$ cat config.mk
export PLATFORM = sky130hd
export DESIGN_NAME = hazard_ctrl
export DESIGN_NICKNAME = d
export VERILOG_FILES = /design/src/rtl/pipe_ctrl_pkg.sv /design/src/rtl/sat_counter.sv /design/src/rtl/hazard_ctrl.sv
export SDC_FILE = /design/constraint.sdc
export NUM_CORES = 1
export LEC_CHECK = 0
export CAP_MARGIN = 20
export CORE_MARGIN = 1.5
export CORE_UTILIZATION = 60
export CTS_CLUSTER_DIAMETER = 60
export DETAILED_ROUTE_END_ITERATION = 8
export DONT_BUFFER_PORTS = 1
export PLACE_DENSITY = 0.87
export SLEW_MARGIN = 20
export SYNTH_ARGS = -nofsm -noshare
export SYNTH_HDL_FRONTEND = slang
export SYNTH_SLANG_ARGS = --single-unit
export TNS_END_PERCENT = 10
$ cat constraint.sdc
create_clock -name clk -period 4.65 [get_ports clk]
set_clock_uncertainty 0.15 [all_clocks]
set_input_delay 0.93 -clock clk [delete_from_list [all_inputs] [get_ports clk]]
set_output_delay 0.93 -clock clk [all_outputs]
set_load 0.1 [all_outputs]
$ cat src/rtl/pipe_ctrl_pkg.sv
// Shared pipeline-control definitions: FSM state encoding, default register
// specifier width and the hard-wired zero register.
package pipe_ctrl_pkg;

    localparam int unsigned RWIDTH_DEF = 5;

    // $zero never creates a real dependency, so loads targeting it never stall.
    localparam logic [RWIDTH_DEF-1:0] ZERO_REG = '0;

    typedef enum logic [1:0] {
        RUN      = 2'b00,
        LU_STALL = 2'b01,
        FREEZE   = 2'b10
    } state_t;

endpackage

$ cat src/rtl/sat_counter.sv
// Saturating up-counter for performance debug: it sticks at all-ones
// instead of wrapping.
module sat_counter #(
    parameter int unsigned CNTW = 16
) (
    input  logic            clk,
    input  logic            rst_n,
    input  logic            en,
    output logic [CNTW-1:0] count
);

    // Count enabled cycles and hold once the maximum value is reached.
    always_ff @(posedge clk or negedge rst_n) begin
        if (!rst_n) begin
            count <= '0;
        end else if (en && (count != '1)) begin
            count <= count + CNTW'(1);
        end
    end

endmodule

$ cat src/rtl/hazard_ctrl.sv
// Hazard and sequencing controller for the 5-stage semiMIPS pipe: load-use
// stalls, EX-resolved branch flushes and data-memory freezes, including a
// branch that resolves while the pipe is frozen.
module hazard_ctrl
    import pipe_ctrl_pkg::*;
#(
    parameter int unsigned RWIDTH = RWIDTH_DEF,
    parameter int unsigned CNTW   = 16
) (
    input  logic              clk,
    input  logic              rst_n,
    input  logic [RWIDTH-1:0] id_rs,
    input  logic [RWIDTH-1:0] id_rt,
    input  logic              id_uses_rt,
    input  logic              ex_memread,
    input  logic [RWIDTH-1:0] ex_rt,
    input  logic              ex_branch_taken,
    input  logic              dmem_busy,
    output logic              pc_wr,
    output logic              ifid_wr,
    output logic              ifid_flush,
    output logic              idex_flush,
    output logic [CNTW-1:0]   stall_cnt,
    output logic [CNTW-1:0]   flush_cnt
);

    state_t state;
    state_t state_nx;
    logic   pend_flush;
    logic   pend_flush_nx;

    logic   lu_hazard;
    logic   branch_now;
    logic   stall_en;
    logic   flush_en;
    logic   pc_wr_c;
    logic   ifid_wr_c;
    logic   ifid_flush_c;
    logic   idex_flush_c;

    // Load in EX writes a register the ID instruction reads.
    always_comb begin
        lu_hazard = ex_memread
                  & (ex_rt != RWIDTH'(ZERO_REG))
                  & ((ex_rt == id_rs) | (id_uses_rt & (ex_rt == id_rt)));
    end

    // Next-state, pending-flush and output decode. A busy data memory
    // dominates every state; otherwise a live or pending branch beats a
    // load-use stall, and LU_STALL masks the hazard since EX holds a bubble.
    always_comb begin
        state_nx      = state;
        pend_flush_nx = pend_flush;
        stall_en      = 1'b0;
        flush_en      = 1'b0;
        pc_wr_c       = 1'b0;
        ifid_wr_c     = 1'b0;
        ifid_flush_c  = 1'b0;
        idex_flush_c  = 1'b0;
        branch_now    = ex_branch_taken | ((state == FREEZE) & pend_flush);

        if (dmem_busy) begin
            state_nx = FREEZE;
            stall_en = 1'b1;
            if (ex_branch_taken) begin
                pend_flush_nx = 1'b1;
            end
        end else begin
            pend_flush_nx = 1'b0;
            if (branch_now) begin
                pc_wr_c      = 1'b1;
                ifid_wr_c    = 1'b1;
                ifid_flush_c = 1'b1;
                idex_flush_c = 1'b1;
                flush_en     = 1'b1;
                state_nx     = RUN;
            end else if (lu_hazard && (state != LU_STALL)) begin
                idex_flush_c = 1'b1;
                stall_en     = 1'b1;
                state_nx     = LU_STALL;
            end else begin
                pc_wr_c   = 1'b1;
                ifid_wr_c = 1'b1;
                state_nx  = RUN;
            end
        end
    end

    // Registered FSM state and the pending flush captured during a freeze.
    always_ff @(posedge clk or negedge rst_n) begin
        if (!rst_n) begin
            state      <= RUN;
            pend_flush <= 1'b0;
        end else begin
            state      <= state_nx;
            pend_flush <= pend_flush_nx;
        end
    end

    // Reset gates the control outputs so the pipe holds while rst_n is low.
    always_comb begin
        pc_wr      = rst_n & pc_wr_c;
        ifid_wr    = rst_n & ifid_wr_c;
        ifid_flush = rst_n & ifid_flush_c;
        idex_flush = rst_n & idex_flush_c;
    end

    sat_counter #(.CNTW(CNTW)) u_stall_cnt (
        .clk   (clk),
        .rst_n (rst_n),
        .en    (stall_en),
        .count (stall_cnt)
    );

    sat_counter #(.CNTW(CNTW)) u_flush_cnt (
        .clk   (clk),
        .rst_n (rst_n),
        .en    (flush_en),
        .count (flush_cnt)
    );

endmodule

After elaboration in Yosys (flattened, before gate mapping):

Index checks and enable logic that the tools add are counted.

* bits in registers: 35
* input port bits: 21
* output and inout bits: 36
* logic and storage cells: 41

* $add $sub $neg: 2
* eq/ne operators: 7
* mux-type cells: 15
* bitwise gates (word level): 9
* reduce and logical (&&, ||, !) cells: 4

Operators with widths (count)
* $add 16x1->16 const B: 2
* $ne 16x16->1 const B: 2
* $mux 1: 14
* $eq 5x5->1: 2
* $and 1x1->1: 7
* $reduce_bool 5->1: 1
* $logic_and 1x1->1: 3
* $eq 2x2->1 const B: 1
* $mux 2: 1
* $ne 2x1->1 const B: 1
* $ne 2x2->1 const B: 1
* $or 1x1->1: 2

Logic depth before layout (Yosys ltp):

* word-level depth: 9
* mapped depth: 7
* depth with buffers taken out: 6

Cells and area by module:

A second synthesis with hierarchy kept.

* cell total of the unflattened synthesis: 176
* area total of the unflattened synthesis: 2015.7 µm²

Modules (own cells, without submodules)
* sat_counter: times used 2, cells each 72, area an instance 859.6 µm², seq. area each 400.4 µm²
* hazard_ctrl: times used 1, cells each 32, area an instance 296.5 µm², seq. area each 75.1 µm²

Least setup slack after synthesis:

Ideal clock, no wire load.

* path kind: in2out
* start point: in ex_rt[1]
* end point: out pc_wr
* arrival time: 3665 ps
* required time: 3570 ps
* setup slack: -95 ps
* stages: 5
* buffers on the path: 1
* path through: or4_4 -> nor2_2 -> nor3b_1 -> a21oi_1 -> buf_4

* cells in the longest elaborated chain, start to end: 9
* elaborated cells on any way between the ends: 12
* those cells by class: eq/ne (2); mux (3); bitwise (5); reduce/logical (2)

RTL lines
* start: declaration: line hazard_ctrl.sv:16 `input logic [RWIDTH-1:0] ex_rt,`
* $eq 5x5->1: line hazard_ctrl.sv:45 `& ((ex_rt == id_rs) | (id_uses_rt & (ex_rt == id_rt)));`
* $and 1x1->1: line hazard_ctrl.sv:45
* $or 1x1->1: line hazard_ctrl.sv:45
* $and 1x1->1 *: line hazard_ctrl.sv:45
* $logic_and 1x1->1 *: line hazard_ctrl.sv:77 `end else if (lu_hazard && (state != LU_STALL)) begin`
* $mux 1 * (3 in a row)
* $and 1x1->1 *
* end: declaration: line hazard_ctrl.sv:19 `output logic pc_wr,`

Mark *: on every way between the ends. The rest lies on a longest branch, timed or not.

Worst setup path in the final report:

Same ends and word-level chain as after synthesis.

==> out/metrics.csv <==
metric,value,unit
status,"finished, final reports clean",
whs,129,ps
ioPinCount,57,
nFillCells,205,
synth_area,1780,um2
finalCritPeriodShare,0.732,
r2r_cells,7,
dp_hpwl,2590,um
wl_per_cell,16.7,um
synth-main-ff-cell,dfrtp_1,
crit_fanout,3,
p_leak,0.813,nW
rsz0062_at_grt,no,
die_w,57.5,um
ctsResizeCount,0,
finalWirelength,3460,um
cts_setup_buffers,0,
num_rows,19,
ys_ff_latch,35,
maxCapViolations,0,
start_util,0.640,
dieArea,3300,um2
ys_seq_area_frac,0.492,
worstMarginPinSlew,1050,ps
drive_gt1_frac,0.136,
layout_commonest_cell,xnor2_1,
avgSynthCellArea,10.7,um2
maxSlewViolCount,0,
cts_made_buffers,5,
synth_nets,189,
critical_path_arrival,2330,ps
ys_warn_count,0,
antenna_found_initial,0,
gp_congestion,0.806,
cp_slowest_cell,or4_4,
drt_pre_antenna_iters,4,
hold_path_class,primary input to async pin,
cts_tree,yes,
tns,0,ps
drtIter0Drc,51,
antenna-diode-count,0,
grt_remaining_overflow,0,
cts_buffer_depth,2,
crit_path_cell_trace,or4_4 > nor2_2 > nor3b_1 > a21oi_4 > buf_4,
timing.fmax,294,MHz
cp-end-kind,output pin,
clock_latency,330,ps
multi_input_area,887,um2
synth_cell_types,32,
viasPerCell,6.29,
first_global_vias,1296,
critPathLaunchType,primary input,
setup_slack,1240,ps
antenna_left,0,
cts.sinks,35,
placed_area,1870,um2
power_density,609,nW/um2
regArea,876,um2
h-tree-depth,2,
syn_inst,166,
hold_viol,0,
final_area,1920,um2
pre_cts_slack,1240,ps
chipHeight,57.5,um
setup_violations,0,
track_usage,0.228,
root_buffer,clkbuf_4,
cts_hold_buf,0,
portBuffers,0,
drc,0,
grt_first_pass_wirelength,5710,um
synthArstFlopShare,1.00,
vias,1301,
relSlewSlack,0.296,
fp.coreArea,2780,um2
synth-edff-count,0,
syn2layout_area_growth,7.67,%
critPathKind,primary input to output pin,
vdd_drop_max,636,uV
post-route-min-period,3410,ps
grt_max_degree,37,
clk_pin_slew,100,ps
nNetsFinal,198,
final_cell_mix,"xnor2_1 (36), dfrtp_1 (35), nand3_1 (16), nand2_1 (12)",
slowest_delay,510,ps
crit_required,3570,ps
[sequential cells by signal (all words and copies together) (netlist names)]
signal             cells
pend_flush             1
state                  2
u_flush_cnt.count     16
u_stall_cnt.count     16
[layout make-up]
type | instances | area share
multi-input cells | 124 | 0.463
flip-flops and latches | 35 | 0.457
repair buffers | 8 | 0.0314
clock buffers | 7 | 0.0235
well taps | 31 | 0.0202
clock inverters | 1 | 0.00261
inverters | 1 | 0.00196
[power breakdown]
| part | switching (mW) | internal, mW |
|---|---|---|
| logic | 0.248 | 0.0986 |
| clock network | 0.0946 | 0.0589 |
| registers | 0.313 | 0.354 |
[worst paths after layout]
check                                                  from                                end  slack [ps]
setup reg to reg           u_flush_cnt.count[0]$_DFFE_PN0P_   u_flush_cnt.count[9]$_DFFE_PN0P_        1740
hold reg to reg                      pend_flush$_DFFE_PN0P_             pend_flush$_DFFE_PN0P_         360
max in group asynchronous                             rst_n  u_flush_cnt.count[15]$_DFFE_PN0P_        4130
setup / recovery                                   ex_rt[1]                              pc_wr        1240
min in group clk                     pend_flush$_DFFE_PN0P_             pend_flush$_DFFE_PN0P_         360
hold / removal                                        rst_n                 state[0]$_DFF_PN0_         130
[worst max-delay path: cells and delay by family]
kind,cells,cell delay [ps]
simple gates,3,740
buf+inv,1,480
compound gates,1,160
[through the flow]
| step | total power, mW | instances | util |
|---|---|---|---|
| floorplan | 0.945 | 166 | - |
| global placement | 1.00 | 199 | 0.671 |
| detailed placement | 1.02 | 199 | 0.671 |
| CTS | 1.18 | 207 | 0.689 |
| global route | 1.21 | 207 | 0.689 |
| finish | 1.17 | 207 | 0.689 |
[cells by family after synthesis]
| logic type | after synthesis | share of synthesized area |
|---|---|---|
| AND/OR/NAND/NOR | 72 | 0.228 |
| XOR/XNOR | 38 | 0.187 |
| AO/OA/AOI/OAI | 8 | 0.0324 |
| multiplexers | 4 | 0.0274 |
| flip-flops | 35 | 0.492 |
| buffers and inverters | 7 | 0.0190 |
| adder cells (fa/ha/maj) | 2 | 0.0141 |
[per-layer routing]
layer / track usage / routed length [um]
met3: 0.102 / 326
met1: 0.264 / 1340
met2: 0.380 / 1760
met5: 0 / 0
met4: 0.0698 / 38
[cell usage after synthesis (2+ instances only)]
| master | n | area [um2] |
|---|---|---|
| and3_1 | 11 | 68.8 |
| and4_1 | 3 | 26.3 |
| a21oi_1 | 2 | 10.0 |
| mux2_2 | 3 | 33.8 |
| buf_2 | 3 | 15.0 |
| nor2_1 | 6 | 22.5 |
| and2_1 | 2 | 12.5 |
| xnor2_1 | 36 | 315 |
| nand3_1 | 16 | 80.1 |
| nand2b_1 | 2 | 12.5 |
| nand4_1 | 11 | 68.8 |
| nand2_1 | 12 | 45.0 |
| dfrtp_1 | 35 | 876 |
| ha_1 | 2 | 25.0 |
| nand3b_1 | 3 | 22.5 |
| xor2_1 | 2 | 17.5 |
| clkbuf_1 | 2 | 7.51 |
(Power assumes the default switching activity.)
